===== src/rtl/usart_pkg.sv =====
// Shared USART definitions: receiver state encoding, frame size and the
// smallest bit period the receiver can time reliably.
package usart_pkg;

  // Receiver frame states
  typedef enum logic [2:0] {
    IDLE  = 3'd0,
    START = 3'd1,
    DATA  = 3'd2,
    STOP  = 3'd3,
    BREAK = 3'd4
  } rx_state_t;

  localparam int USART_DATA_BITS   = 8;
  localparam int USART_MIN_DIVIDER = 4;

  // Bits needed to index a data bit within a frame
  localparam int USART_IDX_W = $clog2(USART_DATA_BITS);

endpackage


===== src/rtl/usart_sync.sv =====
// Two-flop synchroniser for an asynchronous single-bit input.
// RESET_VALUE lets idle-high lines (serial rx) come out of reset idle.
module usart_sync #(
  parameter logic RESET_VALUE = 1'b1
) (
  input  logic clock,
  input  logic reset,
  input  logic d,
  output logic q
);

  logic meta;

  // Metastability stage followed by the output stage
  always_ff @(posedge clock) begin
    if (reset) begin
      meta <= RESET_VALUE;
      q    <= RESET_VALUE;
    end else begin
      meta <= d;
      q    <= meta;
    end
  end

endmodule


===== src/rtl/usart_rx.sv =====
// 8N1 asynchronous receiver. Finds the start edge, samples each bit at its
// centre using a runtime divider and hands bytes to a valid/ready consumer
// through a single holding register.
module usart_rx
  import usart_pkg::*;
#(
  parameter int DIVIDER_WIDTH = 12
) (
  input  logic                     clock,
  input  logic                     reset,
  input  logic [DIVIDER_WIDTH-1:0] clock_divider,
  input  logic                     rx_pin,
  output logic [7:0]               data_out,
  output logic                     data_valid,
  input  logic                     data_ready,
  output logic                     framing_error,
  output logic                     overrun_error,
  output logic                     busy
);

  localparam logic [DIVIDER_WIDTH-1:0] MIN_DIV  = DIVIDER_WIDTH'(USART_MIN_DIVIDER);
  localparam logic [USART_IDX_W-1:0]   LAST_IDX = USART_IDX_W'(USART_DATA_BITS - 1);

  rx_state_t                  state;
  logic                       rx_sync;
  logic [DIVIDER_WIDTH-1:0]   div_q;
  logic [DIVIDER_WIDTH-1:0]   div_eff;
  logic [DIVIDER_WIDTH-1:0]   cnt;
  logic [USART_IDX_W-1:0]     bit_idx;
  logic [USART_DATA_BITS-1:0] shreg;

  usart_sync #(.RESET_VALUE(1'b1)) u_sync (
    .clock (clock),
    .reset (reset),
    .d     (rx_pin),
    .q     (rx_sync)
  );

  // Out-of-range dividers are clamped so the counters always terminate;
  // bit timing is then wrong but the FSM can never stall.
  always_comb begin
    div_eff = clock_divider;
    if (clock_divider < MIN_DIV) div_eff = MIN_DIV;
  end

  // Frame FSM plus holding register; counters load period-1 so that a
  // sample falls exactly one period after the previous one.
  always_ff @(posedge clock) begin
    if (reset) begin
      state         <= IDLE;
      div_q         <= '0;
      cnt           <= '0;
      bit_idx       <= '0;
      shreg         <= '0;
      data_out      <= '0;
      data_valid    <= 1'b0;
      framing_error <= 1'b0;
      overrun_error <= 1'b0;
      busy          <= 1'b0;
    end else begin
      framing_error <= 1'b0;
      overrun_error <= 1'b0;
      if (data_valid && data_ready) data_valid <= 1'b0;

      case (state)
        IDLE: begin
          if (!rx_sync) begin
            // Divider is frozen for the whole frame
            div_q <= div_eff;
            cnt   <= (div_eff >> 1) - 1'b1;
            state <= START;
            busy  <= 1'b1;
          end
        end

        START: begin
          if (cnt == '0) begin
            if (rx_sync) begin
              // Line went back high before mid-start: noise, not a frame
              state <= IDLE;
              busy  <= 1'b0;
            end else begin
              cnt     <= div_q - 1'b1;
              bit_idx <= '0;
              state   <= DATA;
            end
          end else begin
            cnt <= cnt - 1'b1;
          end
        end

        DATA: begin
          if (cnt == '0) begin
            shreg[bit_idx] <= rx_sync;
            cnt            <= div_q - 1'b1;
            if (bit_idx == LAST_IDX) state <= STOP;
            else                     bit_idx <= bit_idx + 1'b1;
          end else begin
            cnt <= cnt - 1'b1;
          end
        end

        STOP: begin
          if (cnt == '0) begin
            if (rx_sync) begin
              // Return to IDLE at the stop centre so a following start
              // edge half a bit later is not missed
              state <= IDLE;
              busy  <= 1'b0;
              if (!data_valid || data_ready) begin
                data_out   <= shreg;
                data_valid <= 1'b1;
              end else begin
                overrun_error <= 1'b1;
              end
            end else begin
              framing_error <= 1'b1;
              state         <= BREAK;
            end
          end else begin
            cnt <= cnt - 1'b1;
          end
        end

        BREAK: begin
          // Held-low line: one framing error only, wait for idle
          if (rx_sync) begin
            state <= IDLE;
            busy  <= 1'b0;
          end
        end

        default: begin
          state <= IDLE;
          busy  <= 1'b0;
        end
      endcase
    end
  end

endmodule


===== config.mk =====
export PLATFORM = sky130hd
export DESIGN_NAME = usart_rx
export DESIGN_NICKNAME = d
export VERILOG_FILES = /design/src/rtl/usart_pkg.sv /design/src/rtl/usart_sync.sv /design/src/rtl/usart_rx.sv
export SDC_FILE = /design/constraint.sdc
export NUM_CORES = 1
export LEC_CHECK = 0
export CAP_MARGIN = 20
export CORE_UTILIZATION = 30
export CTS_CLUSTER_DIAMETER = 40
export DETAILED_ROUTE_END_ITERATION = 6
export PLACE_DENSITY_LB_ADDON = 0.08
export SETUP_SLACK_MARGIN = 0.05
export SLEW_MARGIN = 30
export SYNTH_ARGS = -nofsm -noshare
export SYNTH_HDL_FRONTEND = slang
export SYNTH_SLANG_ARGS = --single-unit

===== constraint.sdc =====
create_clock -name clock -period 3.06 [get_ports clock]
set_clock_uncertainty 0.05 [all_clocks]
set_input_delay 0.765 -clock clock [delete_from_list [all_inputs] [get_ports clock]]
set_output_delay 0.765 -clock clock [all_outputs]
set_load 0.02 [all_outputs]

==> summary by stage <==
Outcome
The run finished with clean final reports.

Power
Of the total power, the clock network draws 28.4%. The switching part of the total is 33.8%. The internal portion of the total power is 1.04 mW.

The worst-case IR drop observed on VDD is 0.000196 V. The net switching power figure is 531 µW. Combinational logic is responsible for 25.2% of the overall power. The power density normalized to cell area is 425 nW/µm².

The leakage power summed over all cells is 1.48 nW. The sequential fraction of design power is 46.4%.

Placement
Port buffering added 27 buffers. Routability-driven placement finished with a final weighted congestion of 0.803. In this run, placement finished with an instance count of 525. The detailed placement HPWL is 5840 µm.

The cell area reported after detailed placement is 3500 µm².

Global route
The number of global-route vias before repair came to 2,562. The first global-routing pass estimated 13,500 µm of wire. The combined global-route utilization of all metal layers is 17.1%. The initial antenna violation count came to 0.

Entering global routing, the biggest net connects 25 pins. The total overflow left after global routing is 0.

Yosys
The post-synthesis cell count is 365. The most used flip-flop cell after synthesis is dfxtp_1. In this run, synthesis inferred 0 flip-flops with an integrated enable. Yosys printed 0 warnings. The synthesized design contains 52 register bits. The area of the mapped netlist is 2940 µm². The commonest cells after synthesis are dfxtp_1 (52), nor2_1 (43), nand2_1 (38). The most common cell in the synthesized netlist is dfxtp_1. The portion of the post-synthesis area used by sequential elements is 35.4%.

The fraction of synthesized cell area taken by the top area cell type is 35.4%. The largest area contributor in the netlist is dfxtp_1. In the post-synthesis netlist, the biggest area contributors are dfxtp_1 (35%), mux2i_1 (5.8%), nor2_1 (5.5%). The synthesized netlist contains 51 unique library cells.

In this run the mean area of a mapped cell was 8.06 µm². The share of flip-flops with an asynchronous set or reset after synthesis is 0%. The number of nets in the synthesized netlist is 386.

Route
The routed design has 8040 µm of wire. Detailed routing inserted a total of 2,756 vias. The number of violations reported at the end of detailed-routing iteration 0 is 129.

Dividing the detail-routed via count by the number of cells gives 5.15. After detailed routing, the number of remaining DRC violations is 0. The first detailed-routing pass ran for 5 iterations. The routed length per instance is 15.0 µm. The number of nets still failing antenna checks after routing is 0.

Worst hold path
The hold path startpoint is u_sync.meta. The tightest min-delay check is of the flop to flop type. The count of cells along the worst hold path is 1. The path with the worst hold slack has its endpoint at u_sync.q.

Setup path
The critical path is of the primary input to flop type. The worst setup path is launched from a primary input. Of all nets on the critical path, the largest fanout is 4.

The number of cells on the worst reg-to-reg path is 7. Setup slack on the worst reg-to-reg path comes out at 0.32 ns. At the worst endpoint, the arrival time is 3.02 ns. The most critical setup path has its startpoint at clock_divider[2]. The critical path capture point type is a flop. The critical path data required time is 3.25 ns. The startpoint of the worst-slack reg-to-reg timing path is cnt[0].

In this run the critical register-to-register path is captured at bit_idx[0].

Final layout
Summing all non-filler instances in the final layout gives an area of 3690 µm². The number of inserted diodes is 0. From synthesis to final layout, the design area changed by 25.4%. The filler cell count in the final layout is 1,027. The fraction of layout cells with a size suffix above 1 is 16.5%. The final layout contains 426 nets.

Measured on the finished design, the core utilization comes to 39.4%. Excluding fillers, the count of instances in the completed layout stands at 535.

Timing
The slew of the pin with the lowest slew margin is 0.924 ns. Of the available clock period, the critical path in the final layout requires 92.5%. The smallest hold slack is 0.373 ns. The worst path needs 2.83 ns of the cycle, external delays included. The final total negative setup slack is 0 ns. The number of pins with negative max-slew slack in the final report is 0. The worst pin sits at a relative slew slack of 38.3%. The count of endpoints failing hold in the final timing report is 0.

Based on the critical path, the design can be clocked at up to 353 MHz. Setup repair after global routing left no endpoint under its margin. Setup violations remaining at the end of the flow were counted as 0.

Floorplan
The area of the core is 9370 µm². Once the floorplan was initialized, standard cells occupied 31.4% of the core. The row count is 35.

The die is 101 µm wide. The die outline height is 101 µm. The die area is 10,200 µm².

The number of I/O pins is 28.

Clock network
The number of levels in the clock H-tree is 2. The buffer cell driving the clock tree root is clkbuf_8. Clock latency on the worst-skew pair, taken at its later pin, is 0.32 ns. In this run the deepest clock path goes through 2 buffers. After clock tree synthesis, the clock-pin slew on the worst setup and hold paths is 0.11 ns.

Counting every sink on the clock net gives 52. The number of clock buffers inserted by TritonCTS is 5. TritonCTS built the clock tree.

Flow run
The number of maximum-capacitance constraint violations is 0.
[critical path: stages]
cell	delay, ns
clkdlybuf4s50_1	0.47
nor4_4	0.20
nand3_1	0.16
nand2_2	0.10
ha_2	0.17
or4b_4	0.50
nor3_4	0.20
xor2_1	0.15
a21oi_1	0.08
a211oi_1	0.22
[per-layer routing]
metal | GRT usage [%] | vias to the layer above | wire [µm]
met5 | 0 | - | 0
met4 | 4.24 | 0 | 74
met3 | 2.43 | 7 | 328
met2 | 25.6 | 44 | 3480
met1 | 25.7 | 1296 | 4160
li1 | - | 1409 | -
[flip-flops by register name (all words and copies together) (netlist names)]
name,cells
u_sync.meta,1
shreg,8
busy,1
state,3
data_out,8
overrun_error,1
u_sync.q,1
data_valid,1
bit_idx,3
cnt,12
div_q,12
framing_error,1
[power by group through the flow]
stage	clock (mW)	sequential (mW)	combinational, mW
floorplan	0	0.737	0.268
global placement	0	0.743	0.387
detailed placement	0	0.743	0.386
global route	0.493	0.734	0.440
finish	0.446	0.728	0.395
CTS	0.464	0.727	0.391
[worst max-delay path by stage]
stage,end,slack [ns]
finish,cnt[8],0.23
global placement,cnt[8],-0.42
CTS,cnt[8],0.15
global route,cnt[8],0.04
floorplan,cnt[10],0.08
detailed placement,cnt[8],-0.51
[layout by cell type (no fill, tap or decap), drive strengths merged, types with 2 or more instances in the layout]
cell type and count:
dfxtp 52, nor2 43, nand2 38, buf 35, a21oi 29, clkdlybuf4s50 20
mux2i 17, xor2 17, nor3 14, a211oi 13, nand3 10, nor4 10
or4 9, inv 9, dlymetal6s2s 6, nand2b 5, o21ai 5, clkbuf 5
ha 5, or3 5, or3b 4, o211ai 4, o31ai 4, or2 4
nand4b 4, a31oi 4, a311oi 3, nor4b 3, xnor2 3, a2111oi 3
nand4 2, nor3b 2, nor2b 2, a222oi 2, nand3b 2
[cell type report]
cell class / instances / area, µm² / share of cell area (%)
clock buffers: 5 / 68.8 / 1.87
multi-input cells: 279 / 1830 / 49.6
repair buffers: 61 / 536 / 14.5
well taps: 129 / 161 / 4.37
flip-flops and latches: 52 / 1040 / 28.2
clock inverters: 3 / 28.8 / 0.780
inverters: 6 / 22.5 / 0.610
[metrics by stage]
step / setup WS [ns] / power [mW]
after floorplan: 0.0777 / 1.00
after detailed placement: -0.513 / 1.13
after CTS: 0.154 / 1.58
final: 0.228 / 1.57
after global routing: 0.0405 / 1.67
after global placement: -0.421 / 1.13
[timing repair]
| action | in CTS | in global routing |
|---|---|---|
| pin swaps | 1 | 7 |
| hold buffers | 0 | 0 |
| endpoints found under the setup margin | 4 | 4 |
| gates resized for setup | 5 | 14 |
| cloned | 0 | 0 |
| endpoints found under the hold margin | 0 | 0 |
| setup buffers | 0 | 2 |
[cells by family (layout without fill, tap and decap cells)]
group | Yosys count | in the layout | synth area share (%)
XOR/XNOR | 20 | 20 | 5.95
flip-flops | 52 | 52 | 35.4
adder cells (fa/ha/maj) | 5 | 5 | 2.13
multiplexers | 18 | 18 | 6.17
buffers and inverters | 34 | 75 | 4.93
AND/OR/NAND/NOR | 161 | 161 | 28.5
AO/OA/AOI/OAI | 75 | 75 | 16.9
No activity file was read; power rests on OpenSTA's default activity.
